File: config.mk
export PLATFORM = sky130hd
export DESIGN_NAME = sh_bsc_ext
export DESIGN_NICKNAME = d
export VERILOG_FILES = /design/src/rtl/sh_bsc_ext.sv
export SDC_FILE = /design/constraint.sdc
export NUM_CORES = 1
export LEC_CHECK = 0
export BUFFER_PORTS_ARGS = -buffer_cell sky130_fd_sc_hd__buf_2
export CELL_PAD_IN_SITES_DETAIL_PLACEMENT = 1
export CELL_PAD_IN_SITES_GLOBAL_PLACEMENT = 1
export CORE_ASPECT_RATIO = 0.6
export CORE_MARGIN = 2
export CORE_UTILIZATION = 33
export CTS_CLUSTER_SIZE = 25
export DETAILED_ROUTE_END_ITERATION = 8
export GPL_ROUTABILITY_DRIVEN = 0
export PLACE_DENSITY_LB_ADDON = 0.1
export SYNTH_ARGS = -nofsm -noshare
export SYNTH_HDL_FRONTEND = slang
export SYNTH_SLANG_ARGS = --single-unit
export TNS_END_PERCENT = 1
File: constraint.sdc
create_clock -name CLK -period 4 [get_ports CLK]
set_input_delay 0.2 -clock CLK [delete_from_list [all_inputs] [get_ports CLK]]
set_output_delay 0.2 -clock CLK [all_outputs]
set_load 0.005 [all_outputs]
File: src/rtl/sh_bsc_ext.sv
// External bus state controller: maps the master data bus onto four chip-select areas
// with per-area programmable wait states, external wait extension and locked back-to-back beats.
module sh_bsc_ext (
   input  logic        CLK,
   input  logic        RST,
   input  logic        CE,
   input  logic [31:0] DBUS_A,
   input  logic [31:0] DBUS_DO,
   input  logic [3:0]  DBUS_BA,
   input  logic        DBUS_WE,
   input  logic        DBUS_REQ,
   input  logic        DBUS_LOCK,
   output logic [31:0] DBUS_DI,
   output logic        DBUS_WAIT,
   output logic        BSC_ACK,
   output logic [26:0] MEM_A,
   output logic [31:0] MEM_DO,
   input  logic [31:0] MEM_DI,
   output logic [3:0]  MEM_BE_N,
   output logic        MEM_RD_N,
   output logic        MEM_WR_N,
   output logic [3:0]  CS_N,
   input  logic        MEM_WAIT_N,
   input  logic        REG_WE,
   input  logic [15:0] REG_DI,
   output logic [15:0] REG_DO
);

   typedef enum logic [1:0] {
      ST_IDLE = 2'd0,
      ST_T1   = 2'd1,
      ST_TW   = 2'd2,
      ST_T2   = 2'd3
   } state_t;

   state_t      state_q, state_d;
   logic [1:0]  wcnt_q, wcnt_d;
   logic [7:0]  wcr_q, wcr_d;
   logic [26:0] addr_q, addr_d;
   logic [31:0] wdata_q, wdata_d;
   logic [3:0]  be_n_q, be_n_d;
   logic        we_q, we_d;
   logic [1:0]  area_q, area_d;
   logic [3:0]  cs_n_q, cs_n_d;
   logic        rd_n_q, rd_n_d;
   logic        wr_n_q, wr_n_d;
   logic        ack_q, ack_d;
   logic [31:0] rdata_q, rdata_d;
   logic        req_valid_s;
   logic        load_s;
   logic        unused_reg_hi_s;

   function automatic logic [1:0] wait_count(input logic [7:0] wcr, input logic [1:0] area);
      logic [1:0] cnt;
      case (area)
         2'd0:    cnt = wcr[1:0];
         2'd1:    cnt = wcr[3:2];
         2'd2:    cnt = wcr[5:4];
         2'd3:    cnt = wcr[7:6];
         default: cnt = 2'd3;
      endcase
      return cnt;
   endfunction

   function automatic logic [3:0] cs_decode(input logic [1:0] area);
      logic [3:0] cs_n;
      case (area)
         2'd0:    cs_n = 4'b1110;
         2'd1:    cs_n = 4'b1101;
         2'd2:    cs_n = 4'b1011;
         2'd3:    cs_n = 4'b0111;
         default: cs_n = 4'b1111;
      endcase
      return cs_n;
   endfunction

   assign unused_reg_hi_s = ^REG_DI[15:8];

   // Only the two lowest 512 MB spaces belong to the external bus.
   always_comb begin
      req_valid_s = DBUS_REQ & ((DBUS_A[31:29] == 3'b000) | (DBUS_A[31:29] == 3'b001));
   end

   // Next-state, latch and registered-output computation.
   always_comb begin
      state_d = state_q;
      wcnt_d  = wcnt_q;
      wcr_d   = wcr_q;
      rdata_d = rdata_q;
      load_s  = 1'b0;
      if (CE) begin
         if (REG_WE) begin
            wcr_d = REG_DI[7:0];
         end else begin
            wcr_d = wcr_q;
         end
         case (state_q)
            ST_IDLE: begin
               if (req_valid_s) begin
                  state_d = ST_T1;
                  load_s  = 1'b1;
               end else begin
                  state_d = ST_IDLE;
               end
            end
            ST_T1: begin
               if (wcnt_q != 2'd0) begin
                  state_d = ST_TW;
               end else begin
                  state_d = ST_T2;
               end
            end
            ST_TW: begin
               if (wcnt_q != 2'd0) begin
                  wcnt_d = wcnt_q - 2'd1;
               end else begin
                  wcnt_d = 2'd0;
               end
               // Leave only once the programmed count is used up and the device is ready.
               if ((wcnt_q <= 2'd1) && MEM_WAIT_N) begin
                  state_d = ST_T2;
               end else begin
                  state_d = ST_TW;
               end
            end
            ST_T2: begin
               if (!we_q) begin
                  rdata_d = MEM_DI;
               end else begin
                  rdata_d = rdata_q;
               end
               if (req_valid_s && DBUS_LOCK) begin
                  state_d = ST_T1;
                  load_s  = 1'b1;
               end else begin
                  state_d = ST_IDLE;
               end
            end
            default: begin
               state_d = ST_IDLE;
            end
         endcase
      end else begin
         wcr_d = wcr_q;
      end

      if (load_s) begin
         addr_d  = DBUS_A[26:0];
         wdata_d = DBUS_DO;
         be_n_d  = ~DBUS_BA;
         we_d    = DBUS_WE;
         area_d  = DBUS_A[28:27];
         wcnt_d  = wait_count(wcr_q, DBUS_A[28:27]);
      end else begin
         addr_d  = addr_q;
         wdata_d = wdata_q;
         be_n_d  = be_n_q;
         we_d    = we_q;
         area_d  = area_q;
      end

      // Strobes follow the state being entered so they change cleanly on the edge.
      if (state_d != ST_IDLE) begin
         cs_n_d = cs_decode(area_d);
         rd_n_d = we_d;
         wr_n_d = ~we_d;
      end else begin
         cs_n_d = 4'hF;
         rd_n_d = 1'b1;
         wr_n_d = 1'b1;
      end
      ack_d = (state_d == ST_T2);
   end

   // State, latched request and registered external outputs.
   always_ff @(posedge CLK or posedge RST) begin
      if (RST) begin
         state_q <= ST_IDLE;
         wcnt_q  <= 2'd0;
         wcr_q   <= 8'hFF;
         addr_q  <= 27'd0;
         wdata_q <= 32'd0;
         be_n_q  <= 4'hF;
         we_q    <= 1'b0;
         area_q  <= 2'd0;
         cs_n_q  <= 4'hF;
         rd_n_q  <= 1'b1;
         wr_n_q  <= 1'b1;
         ack_q   <= 1'b0;
         rdata_q <= 32'd0;
      end else begin
         state_q <= state_d;
         wcnt_q  <= wcnt_d;
         wcr_q   <= wcr_d;
         addr_q  <= addr_d;
         wdata_q <= wdata_d;
         be_n_q  <= be_n_d;
         we_q    <= we_d;
         area_q  <= area_d;
         cs_n_q  <= cs_n_d;
         rd_n_q  <= rd_n_d;
         wr_n_q  <= wr_n_d;
         ack_q   <= ack_d;
         rdata_q <= rdata_d;
      end
   end

   assign DBUS_WAIT = ((state_q == ST_IDLE) && req_valid_s) ||
                      (state_q == ST_T1) || (state_q == ST_TW);
   assign DBUS_DI   = rdata_q;
   assign BSC_ACK   = ack_q;
   assign MEM_A     = addr_q;
   assign MEM_DO    = wdata_q;
   assign MEM_BE_N  = be_n_q;
   assign MEM_RD_N  = rd_n_q;
   assign MEM_WR_N  = wr_n_q;
   assign CS_N      = cs_n_q;
   assign REG_DO    = {8'h00, wcr_q};

endmodule

After elaboration in Yosys (flattened, before gate mapping)
Cells that the tools add are included.

Equality and inequality tests: 11. Muxes and demuxes: 21. Reduce and logical (&&, ||, !) cells: 16. Add/sub/neg operators: 1. Bitwise operators: 5. $lt $le $gt $ge: 1.

Operators with widths (number): $pmux 2 s4 (2); $pmux 4 s4 (1); $eq 2x2->1 const B (7); $mux 2 (6); $mux 1 (10); $reduce_bool 2->1 (4); $eq 2x1->1 const B (3); $logic_not 2->1 (3); $mux 4 (1); $not 4->4 (1); $reduce_and 2->1 (2); $eq 3x1->1 const B (1); $logic_and 1x1->1 (3); $logic_not 3->1 (1); $reduce_and 3->1 (1); $le 2x1->1 const B (1); $logic_or 1x1->1 (2); $not 1->1 (2); $pmux 1 s2 (1); $sub 2x1->2 const B (1); $and 1x1->1 (1); $or 1x1->1 (1).

Input bits: 124. Flip-flop bits (word level): 117. Output and inout bits: 119.

Depth between registers and ports, before layout
Gate-level depths: netlist of the first run.

Word-level depth: 11. Depth in mapped cells: 8.

Least setup slack after synthesis of the first run
No wires, ideal clock.

Path type: reg2reg. From: reg state_q[1]. To: reg cs_n_q[1], in the netlist CS_N[1]. Path buffers: 0. Slack: 2.305 ns. Library setup time: 0.079 ns. Arrival time: 1.616 ns. Required time: 3.921 ns. Stages on the path, launching flop included: 8. Path through: dfrtp_1 inv_1 ha_1 nand2_1 a21boi_2 inv_1 or4_1 o21ai_0.

Elaborated cells on any way between the ends: 16. Those cells by class: 6 x eq/ne; 7 x mux; 3 x reduce/logical.

RTL lines: from (decl) (RTL line 36) `state_t state_q, state_d;`; from (signal assigned) (RTL line 192) `state_q <= state_d;`; $eq 2x2->1, or another cell as far along (RTL line 97) `case (state_q)`; $pmux 2 s4 (RTL line 97); $mux 2 * (RTL line 91) `if (CE) begin`; named net state_d[1] (RTL line 36); $reduce_bool 2->1 * (RTL line 163) `if (state_d != ST_IDLE) begin`; $mux 4 * (RTL line 163); named net cs_n_d[1] (RTL line 44) `logic [3:0] cs_n_q, cs_n_d;`; to (signal assigned) (RTL line 200) `cs_n_q <= cs_n_d;`; to (decl) (RTL line 44).

The timed path passes the listed nets; every way through them passes the cells marked *. A chain may end at the register's enable or synchronous reset.

Worst setup path in the final report of the first run
From: reg state_q[1]. To: reg addr_q[8], in the netlist MEM_A[8].

Longest elaborated chain between the ends: 3. Elaborated cells on any way between the ends: 4. Those cells by class: 1 x eq/ne; 2 x mux; 1 x reduce/logical.

Ends and longest elaborated chain: $eq 2x2->1 or $logic_not 2->1 (tied branches) (RTL line 97); $pmux 1 s2 * (RTL line 97); $mux 1 * (RTL line 91); to (signal assigned) (RTL line 195) `addr_q <= addr_d;`; to (decl) (RTL line 39) `logic [26:0] addr_q, addr_d;`.

Mark *: on every way between the ends. The rest lies on a longest branch, timed or not.

==> results of run 1 <==
-- what timing repair did --
action / CTS / global route
hold buffers: 52 / 0
setup endpoints to repair: 0 / 0
endpoints found under the hold margin: 86 / 0
-- per-layer routing --
layer,wire (um),GRT usage [%],vias to the layer above
li1,-,-,1932
met1,6170,22.6,1962
met2,6670,31.7,142
met3,1190,7.36,7
met4,99,5.26,0
met5,0,0,-
-- tightest hold or removal path, delay by kind of cell --
family        cells  cell delay [ns]
simple gates      2             0.10
buf+inv           1             0.08
-- area by class of cell --
cell class | count | area share, %
clock buffers | 19 | 6.10
clock inverters | 13 | 2.24
inverters | 7 | 0.406
multi-input cells | 288 | 22.4
flip-flops and latches | 117 | 41.6
well taps | 192 | 3.39
repair buffers | 283 | 23.8
-- power breakdown --
group          internal [mW]  leakage (nW)  switching [mW]  total [mW]
Clock                  0.976         0.283           0.531        1.51
Sequential              1.71          1.45           0.256        1.96
Combinational          0.700          2.10           0.677        1.38
-- worst max-delay path by stage --
stage / to / slack [ns] / cells past startpoint
detailed placement: MEM_A[8]$_DFFE_PP0P_ / 1.48 / 7
global route: MEM_A[24]$_DFFE_PP0P_ / 1.27 / 7
global placement: MEM_A[16]$_DFFE_PP0P_ / 1.61 / 6
CTS: MEM_A[13]$_DFFE_PP0P_ / 1.47 / 7
floorplan: BSC_ACK$_DFF_PP0_ / 0.73 / 1
finish: MEM_A[8]$_DFFE_PP0P_ / 1.50 / 7
-- cell usage in the layout (no fill, tap or decap), drive strengths merged --
cell type      n
clkinv         7
ha             5
or4            1
dlygate4sd3   52
nand4bb        1
nor2           4
mux2i          1
a311o          1
or3            1
buf          231
dfstp         18
clkbuf        19
nand2        194
a21oi          3
and3           2
mux4           2
a21o           1
nor3b          5
nor3           4
bufinv         3
nand2b         1
a2111oi        1
mux2          40
conb           8
clkinvlp       3
inv            7
nand3b         1
a21boi         1
dfrtp         99
o21ai         11
-- cells by family (layout without fill, tap and decap cells) --
kind of cell,count (synthesis),count (layout),synth area share (%)
and+or+nand+nor,214,214,18.8
DFF,117,117,62.7
muxes,43,43,10.7
buffers and inverters,35,322,4.12
AOI/OAI and AO/OA,18,18,2.29
adders and majority gates,5,5,1.33
other,1,8,0.0796
-- sequential cells by signal (all words and copies together) (netlist names) --
signal and cells:
BSC_ACK 1, CS_N 4, DBUS_DI 32, MEM_A 27, MEM_BE_N 4, MEM_DO 32, MEM_RD_N 1, MEM_WR_N 1
area_q 2, state_q 2, wcnt_q 2, wcr_q 8, we_q 1
-- stage by stage --
| stage | total power [mW] | cell area (sq um) | setup slack (ns) | cells | hold slack [ns] |
|---|---|---|---|---|---|
| after floorplan | 2.58 | 4730 | 0.729 | 440 | 0.258 |
| after global placement | 3.25 | 5980 | 1.61 | 835 | 0.296 |
| after detailed placement | 3.33 | 5980 | 1.48 | 835 | 0.303 |
| after CTS | 4.92 | 7090 | 1.47 | 919 | 0.00157 |
| after global routing | 5.19 | 7090 | 1.27 | 919 | 0.00804 |
| final | 4.85 | 7090 | 1.50 | 919 | 0.0157 |
==> results.md, run 1 <==
* Ratio of cells with drive above 1 in the final layout at between 40% and 50%
* Register area at 0.00295 sq mm
* Fmax achieved at 400 MHz
* R2R Path End: MEM_A[8]$_DFFE_PP0P_
* Vias/cell at approximately 4.4
* DR vias at roughly 4,000
* H-tree lvl count at 4
* Crit-path max cell delay at 0.79 ns
* CTS Buffer Depth at 2
* Pwr Density at between 600 and 700 mW/mm^2
* Synthesized instance count at 433
* Commonest cells post-synth: nand2_1, dfrtp_1, mux2_2
* Global route overflow at 0
* Clk sink count at around 120
* Peak supply drop at approximately 0.33 mV
* CTS resizes at 0
* Slew Limit Fails at 0
* TNS Setup at 0 ns
* Top cells by area, synth: dfrtp_1, nand2_1, dfstp_2
* Util after Layout at 51.4%
* Ys async rst share at 100%
* R2r setup slk at roughly 1.5 ns
* Worst setup path start: state_q[1]$_DFF_PP0_
* Setup Viol. Count Final at 0
* First-pass GRT wire length at roughly 22,000 um
* CP delay by family, top: simple AND/OR/NAND/NOR gates
* RSZ-0062 raised after global routing: false
* Worst-path cell chain: inv_1 -> ha_1 -> a21oi_1 -> or3_2 -> buf_4 -> nand2_1 -> nand2_1
* Clock Skew at 0.00965 ns
* GRT Total Usage at between 10% and 20%
* Routed WL per cell at 15.4 um
* CORE AREA at 0.0138 sq mm
* CTS tree: done
* Most used cell, CP: nand2_1
* I/O pin cnt at ~240
* Slew @ Worst Pin at 0.906 ns
* ANT cells at 0
* Syn_area_per_cell at around 11 sq um
* Tcrit/Tclk final at a little over three fifths
* Clk pin slew, worst setup/hold paths at about 0.06 ns
* Initial antenna violation count at 0
* Post-Syn Area at approximately 0.0047 sq mm
* CP max stage cell: or3_2
* Critical Path End Type: flip-flop
* Count leader, synth: nand2_1
* DIE HEIGHT at 96.5 um
* Initial DRC Count at 190
* Maxcap violations at 0
* Die Wd at about 160 um
* Final Hold Viols at 0
* Kind of critical path: flip-flop to flip-flop
* CP Data Arrival Time at 2.84 ns
* CP Max Fanout at between 40 and 50
* Residual DRC at 0
* Fin crit period at between 2 and 2.5 ns
* Main synth FF type: dfrtp_1
* Hold path cells at 3
* Critical Path RT at 4.34 ns
* Slew HR at between 30% and 40%
* Root Driver: clkbuf_16
* Post-synth EDFFs at 0
* Worst setup SP type: flip-flop
* Reg-to-Reg Start: state_q[1]$_DFF_PP0_
* CTS Buf Count at 17
* Count of buffers from port buffering at approximately 230
* Leak at about 3.8 nW
* Post-synth top area share at 52.6%
* Worst R2R Path Depth at 7
* Std cell rows at 33
* Drt pass-1 iters at 3
* Outcome: finished clean
* Hpwl dp at around 9900 um
* Hold Crit Class: primary input to flip-flop
* WHS Endpoint: MEM_A[10]$_DFFE_PP0P_
* Area leader, netlist: dfrtp_1
* Synth Register Bits at between 100 and 150
* Postcts setup bufs at 0
* Synth cell types at 31
* Seq/Total Area, Yosys at 62.7%
* Nets at around 840
* Final WL at about 14,000 um
* Largest net degree at the start of global routing at 47
* Clk_lat worst skew at 0.40 ns
* Die footprint at approximately 0.015 sq mm
* Area of the multi-input gates at approximately 0.0016 sq mm
* Worst Path Buf+Inv at 2
* HP Start: DBUS_A[10]
* Initial Utilization at 34.1%
* Vias in the first global route at 4,290
* Post-route ant nets at 0
* Area Overhead vs Synth at 50.7%
* FILL cells at around 1,600
* YS warnings at 0
Power figures use the tool's default switching activity.
==> inputs of run 2 (changes only) <==
--- a/config.mk
+++ b/config.mk
@@ -5,12 +5,13 @@
 export SDC_FILE = /design/constraint.sdc
 export NUM_CORES = 1
 export LEC_CHECK = 0
+export ABC_AREA = 1
 export BUFFER_PORTS_ARGS = -buffer_cell sky130_fd_sc_hd__buf_2
 export CELL_PAD_IN_SITES_DETAIL_PLACEMENT = 1
 export CELL_PAD_IN_SITES_GLOBAL_PLACEMENT = 1
 export CORE_ASPECT_RATIO = 0.6
 export CORE_MARGIN = 2
-export CORE_UTILIZATION = 33
+export CORE_UTILIZATION = 30
 export CTS_CLUSTER_SIZE = 25
 export DETAILED_ROUTE_END_ITERATION = 8
 export GPL_ROUTABILITY_DRIVEN = 0
==> constraint.sdc (replaced) <==
create_clock -name CLK -period 2.09 [get_ports CLK]
set_input_delay 0.1045 -clock CLK [delete_from_list [all_inputs] [get_ports CLK]]
set_output_delay 0.1045 -clock CLK [all_outputs]
set_load 0.005 [all_outputs]
==> results.md, run 2 <==
* Outcome: finished clean
* GRT Total Usage at 18.4% (-0.37 points)
* Vias in the first global route at 4,848 (+13%)
* Area leader, netlist: dfrtp_1
* Count leader, synth: dfrtp_1
* CTS Buffer Depth at 2 (unchanged)
* Cell Count, Final, Fillers Out at 1,015 (+10%)
* Commonest cells after routing, fill and taps aside: buf_2, dlygate4sd3_1, dfrtp_1, nand2_1, inv_1
* Std cell rows at 35 (+6.1%)
* Tcrit/Tclk final at 85.7% (+23 points)
* CTS resizes at 0 (unchanged)
* Post-synth EDFFs at 0 (unchanged)
* Critical Path RT at 2.37 ns (-1.97 ns)
* Main synth FF type: dfrtp_1
* Setup Viol. Count Final at 0 (unchanged)
* Clock Skew at 0.0127 ns (+0.00304 ns)
* Final Hold Viols at 0 (unchanged)
* Area Overhead vs Synth at 63.9%
* Die Wd at 167 um (+5.5%)
* Peak supply drop at 0.421 mV (+29%)
* Initial Utilization at 30.9% (-3.2 points)
* Maxcap violations at 0 (unchanged)
* DIE HEIGHT at 102 um (+5.4%)
* CTS tree: done
* Slew Limit Fails at 0 (unchanged)
* Ys async rst share at 100% (unchanged)
* Kind of critical path: flip-flop to flip-flop
* TNS Setup at 0 ns (unchanged)
* I/O pin cnt at 243 (unchanged)
* Syn_area_per_cell at 10.3 sq um (-5.1%)
* Post-route ant nets at 0 (unchanged)
* Residual DRC at 0 (unchanged)
* Worst setup path start: state_q[1]$_DFF_PP0_
* Ratio of cells with drive above 1 in the final layout at 40.0% (-5.0 points)
* Pwr Density at 1200 mW/mm^2 (+76%)
* FILL cells at 1,778 (+9.2%)
* R2R Path End: wcnt_q[1]$_DFFE_PP0P_
* Slew HR at 46.6% (+7.0 points)
* Routed WL per cell at 14.9 um (-3.2%)
* Final Instance Area at 0.00783 sq mm (+10%)
* H-tree lvl count at 4 (unchanged)
* Fmax achieved at 559 MHz (+40%)
* Synth cell types at 24 (-23%)
* CORE AREA at 0.0155 sq mm (+12%)
* Drt pass-1 iters at 4 (+1)
* DR vias at 4,335 (+7.2%)
* CP Max Fanout at 76 (+65%)
* Top cells by area, synth: dfrtp_1, dfstp_2, mux2_2
* Die footprint at 0.0170 sq mm (+11%)
* Worst R2R Path Depth at 7 (unchanged)
* WHS Endpoint: state_q[1]$_DFF_PP0_
* Synthesized instance count at 463 (+6.9%)
* Synth Register Bits at 117 (unchanged)
* Initial antenna violation count at 0 (unchanged)
* Root Driver: clkbuf_16
* Global route overflow at 0 (unchanged)
* Clk sink count at 117 (unchanged)
* Leak at 4.26 nW (+11%)
* Initial DRC Count at 150 (-21%)
* CP Data Arrival Time at 2.07 ns (-0.77 ns)
* Worst setup SP type: flip-flop
* Slew @ Worst Pin at 0.799 ns (-0.107 ns)
* Clk_lat worst skew at 0.41 ns (about the same)
* Vias/cell at 4.27 (-2.9%)
* R2r setup slk at 0.30 ns (-1.20 ns)
* Commonest cells post-synth: dfrtp_1, nand2_1, inv_1
* Critical Path End Type: flip-flop
* Placed cell area at 0.00613 sq mm (+2.5%)
* Count of buffers from port buffering at 225 (unchanged)
* Seq/Total Area, Yosys at 61.8% (-0.90 points)
* Reg-to-Reg Start: state_q[1]$_DFF_PP0_
* YS warnings at 0 (unchanged)
* Post-Syn Area at 0.00478 sq mm (+1.5%)
* CTS Buf Count at 17 (unchanged)
* Fin crit period at 1.79 ns (-0.707 ns)
* Final WL at 15,100 um (+6.9%)
* Hold path cells at 3 (unchanged)
* Largest net degree at the start of global routing at 77 (+64%)
* RSZ-0062 raised after global routing: false
* Hpwl dp at 9880 um (-0.51%)
* Hold Crit Class: primary input to flip-flop
* Commonest non-fill, non-tap cell in the layout: buf_2
* Post-synth top area share at 51.9% (-0.76 points)
* ANT cells at 0 (unchanged)
* Tot Pwr at 9.40 mW (+94%)
* DP Cell Count at 878 (+5.1%)
* Util after Layout at 50.7% (-0.79 points)
* Clk pin slew, worst setup/hold paths at 0.06 ns (about the same)
* HP Start: CE
* Nets at 928 (+10%)
* First-pass GRT wire length at 24,600 um (+13%)
==> run 2: cell count changes in the layout (fill, tap and decap cells not counted), sizes merged, moves of 3 or more <==
cell	previous run	this run
nor3b	5	0
clkinv	7	4
nor3	4	0
nand3	0	7
o21ai	11	69
nor2	4	14
nand4	0	4
dlygate4sd3	52	105
inv	7	78
nand2	194	98
==> run 2: critical path, stage by stage, from the launching register on <==
cell and delay, ns:
dfrtp_1 0.41, inv_1 0.14, ha_1 0.28, nor2_4 0.20
nand3_4 0.12, buf_12 0.24, o21ai_0 0.21, nor2_1 0.06
==> run 2: worst max-delay path by stage <==
stage	to	slack, ns	cells past startpoint
final	wcnt_q[1]$_DFFE_PP0P_	0.30	7
after global placement	CS_N[1]$_DFF_PP1_	0.37	9
after floorplan	MEM_DO[10]$_DFFE_PP0P_	0.48	8
after CTS	wcnt_q[1]$_DFFE_PP0P_	0.29	7
after detailed placement	wcnt_q[1]$_DFFE_PP0P_	0.31	7
after global routing	CS_N[2]$_DFF_PP1_	0.13	9
==> run 2: logic make-up (layout without fill, tap and decap cells) <==
group | count (synthesis) | count (layout) | synth area share (%)
AOI/OAI and AO/OA | 75 | 75 | 8.01
adders and majority gates | 5 | 5 | 1.31
and+or+nand+nor | 123 | 123 | 10.6
buffers and inverters | 104 | 446 | 9.30
DFF | 117 | 117 | 61.8
other | 1 | 8 | 0.0785
muxes | 38 | 38 | 8.96
==> run 2: final cells by class <==
class	count	area (sq um)	area share [%]
repair buffers	336	2270	29.0
well taps	203	254	3.24
clock inverters	12	201	2.57
clock buffers	20	447	5.70
multi-input cells	249	1410	18.0
inverters	78	297	3.79
flip-flops and latches	117	2950	37.7
==> run 2: metal layers <==
metal	part of all wire, %	GRT usage, %	wire (um)	vias up
met5	0	0	0	-
li1	-	-	-	2108
met4	1.1	5.77	169	0
met2	49	31.8	7420	122
met3	6.2	5.90	934	10
met1	44	22.2	6580	2095
==> run 2: report_power, final <==
part / switching (mW) / internal, mW / total, mW
Combinational: 1.23 / 1.33 / 2.56
Sequential: 0.437 / 3.18 / 3.61
Clock: 1.08 / 2.15 / 3.23
Total: 2.74 / 6.66 / 9.40
==> run 2: metrics by stage <==
| stage | hold slack, ns | setup WS, ns |
|---|---|---|
| 6_report | 0.0760 | 0.300 |
| 5_1_grt | 0.0797 | 0.134 |
| 4_1_cts | 0.0607 | 0.285 |
| 3_5_place_dp | 0.257 | 0.312 |
| 3_3_place_gp | 0.249 | 0.365 |
| 2_1_floorplan | 0.165 | 0.481 |
==> run 2: timing repair <==
item | in CTS | in global routing
hold buffers | 105 | 0
setup buffers | 0 | 0
hold endpoints to repair | 136 | 0
==> inputs of run 3 (changes only) <==
--- a/config.mk
+++ b/config.mk
@@ -15,7 +15,7 @@
 export CTS_CLUSTER_SIZE = 25
 export DETAILED_ROUTE_END_ITERATION = 8
 export GPL_ROUTABILITY_DRIVEN = 0
-export PLACE_DENSITY_LB_ADDON = 0.1
+export PLACE_DENSITY = 0.73
 export SYNTH_ARGS = -nofsm -noshare
 export SYNTH_HDL_FRONTEND = slang
 export SYNTH_SLANG_ARGS = --single-unit
==> results.md, run 3 (same netlist as run 2, synthesis figures left out) <==
* Outcome: finished clean
* Clk pin slew, worst setup/hold paths at 0.06 ns (about the same)
* Commonest cells after routing, fill and taps aside: buf_2, dlygate4sd3_1, dfrtp_1, nand2_1, inv_1
* Final Hold Viols at 0 (unchanged)
* Area Overhead vs Synth at 61.9%
* Ratio of cells with drive above 1 in the final layout at 39.8% (-0.20 points)
* H-tree lvl count at 4 (unchanged)
* Leak at 4.21 nW (-1.2%)
* Worst setup SP type: flip-flop
* Drt pass-1 iters at 4 (unchanged)
* Kind of critical path: flip-flop to flip-flop
* Pwr Density at 1160 mW/mm^2 (-3.5%)
* Fmax achieved at 506 MHz (-9.4%)
* Final Instance Area at 0.00773 sq mm (-1.2%)
* Post-route ant nets at 0 (unchanged)
* GRT Total Usage at 18.7% (+0.32 points)
* Clock Skew at 0.00770 ns (-0.00498 ns)
* RSZ-0062 raised after global routing: false
* Commonest non-fill, non-tap cell in the layout: buf_2
* Fin crit period at 1.98 ns (+0.186 ns)
* Tcrit/Tclk final at 94.6% (+8.9 points)
* Final WL at 15,600 um (+3.3%)
* Critical Path End Type: flip-flop
* CTS Buf Count at 17 (unchanged)
* Cell Count, Final, Fillers Out at 1,014 (-0.099%)
* Net switching power at 2.73 mW (-0.41%)
* Switch share at 30.5% (+1.3 points)
* Postcts setup bufs at 0 (unchanged)
* Routed WL per cell at 15.4 um (+3.4%)
* Clk sink count at 117 (unchanged)
* Placed cell area at 0.00612 sq mm (-0.24%)
* CTS Buffer Depth at 2 (unchanged)
* CP Data Arrival Time at 2.28 ns (+0.21 ns)
* Slew HR at 55.2% (+8.6 points)
* Die Wd at 167 um (unchanged)
* Initial Utilization at 30.9% (unchanged)
* Root Driver: clkbuf_16
* Vias/cell at 4.27 (about the same)
* Largest net degree at the start of global routing at 118 (+53%)
* Slew @ Worst Pin at 0.672 ns (-0.127 ns)
* Hpwl dp at 9980 um (+1.0%)
* Peak supply drop at 0.488 mV (+16%)
* Count of buffers from port buffering at 225 (unchanged)
* Critical Path RT at 2.39 ns (+0.02 ns)
* Sequential share of power at 40.7% (+2.3 points)
* CP Max Fanout at 64 (-16%)
* TNS Setup at 0 ns (unchanged)
* CTS tree: done
* CTS resizes at 0 (unchanged)
* ANT cells at 0 (unchanged)
* Hold Crit Class: primary input to flip-flop
* Std cell rows at 35 (unchanged)
* Nets at 927 (-0.11%)
* Global route overflow at 0 (unchanged)
* Vias in the first global route at 4,914 (+1.4%)
* Gate power share at 28.9% (+1.7 points)
* I/O pin cnt at 243 (unchanged)
* Initial DRC Count at 141 (-6.0%)
* Residual DRC at 0 (unchanged)
* CORE AREA at 0.0155 sq mm (unchanged)
* DIE HEIGHT at 102 um (unchanged)
* Maxcap violations at 0 (unchanged)
* Setup Viol. Count Final at 0 (unchanged)
* DP Cell Count at 876 (-0.23%)
* DR vias at 4,330 (-0.12%)
* Clk_lat worst skew at 0.40 ns (about the same)
* Die footprint at 0.0170 sq mm (unchanged)
* Initial antenna violation count at 0 (unchanged)
* Slew Limit Fails at 0 (unchanged)
* First-pass GRT wire length at 25,100 um (+1.7%)
* Clock share of power at 30.3% (-4.1 points)
* Cell Int Power at 6.23 mW (-6.4%)
[run 3: power by group through the flow]
| stage | Clock, mW | Combinational [mW] | Sequential (mW) |
|---|---|---|---|
| 2_1_floorplan | 0 | 1.08 | 3.68 |
| 3_3_place_gp | 0 | 2.31 | 3.59 |
| 3_5_place_dp | 0 | 2.42 | 3.66 |
| 4_1_cts | 2.79 | 2.58 | 3.64 |
| 5_1_grt | 2.89 | 2.93 | 3.76 |
| 6_report | 2.72 | 2.59 | 3.65 |
[run 3: metal layers]
metal / share of wire, % / global-route usage, %
met5: 0 / 0
met4: 1.2 / 5.77
met3: 4.9 / 4.65
met2: 52 / 34.0
met1: 42 / 22.2
[run 3: final timing paths]
kind,from,endpoint,slack [ns],cells after the start
setup / recovery,state_q[0]$_DFF_PP0_,MEM_A[13]$_DFFE_PP0P_,0.11,6
hold / removal,CE,state_q[1]$_DFF_PP0_,0.09,3
setup reg to reg,state_q[0]$_DFF_PP0_,MEM_A[13]$_DFFE_PP0P_,0.11,6
hold reg to reg,wcr_q[7]$_DFFE_PP1P_,wcr_q[7]$_DFFE_PP1P_,0.48,2
max in group asynchronous,RST,MEM_DO[19]$_DFFE_PP0P_,1.14,4
min in group asynchronous,RST,DBUS_DI[0]$_DFFE_PP0P_,0.39,4
[run 3: layout make-up]
class	instances	area [sq um]
clock buffer	23	478
clock inverter	9	80.1
fill	1803	7720
inverter	78	297
multi-input combinational	250	1420
sequential	117	2950
tap	203	254
timing repair buffer	334	2260
[run 3: per-stage QoR]
| stage | hold WS (ns) | total power, mW | setup WS, ns | util [%] |
|---|---|---|---|---|
| after global placement | 0.251 | 5.90 | 0.171 | 39.6 |
| after floorplan | 0.165 | 4.77 | 0.481 | - |
| after global routing | 0.101 | 9.58 | 0.00925 | 50.0 |
| after detailed placement | 0.257 | 6.08 | 0.0764 | 39.6 |
| after CTS | 0.0671 | 9.01 | 0.103 | 50.0 |
| final | 0.0875 | 8.96 | 0.114 | 50.0 |
[run 3: what timing repair did]
item                                    4_1_cts  5_1_grt
endpoints found under the setup margin        0        4
hold buffers                                105        0
hold endpoints to repair                    205        0
[run 3: critical path, cell delays in order, from the launching register on]
cell	delay (ns)
dfrtp_1	0.39
inv_1	0.12
ha_1	0.34
nor2_4	0.25
nand3_4	0.22
buf_12	0.25
o21ai_0	0.25
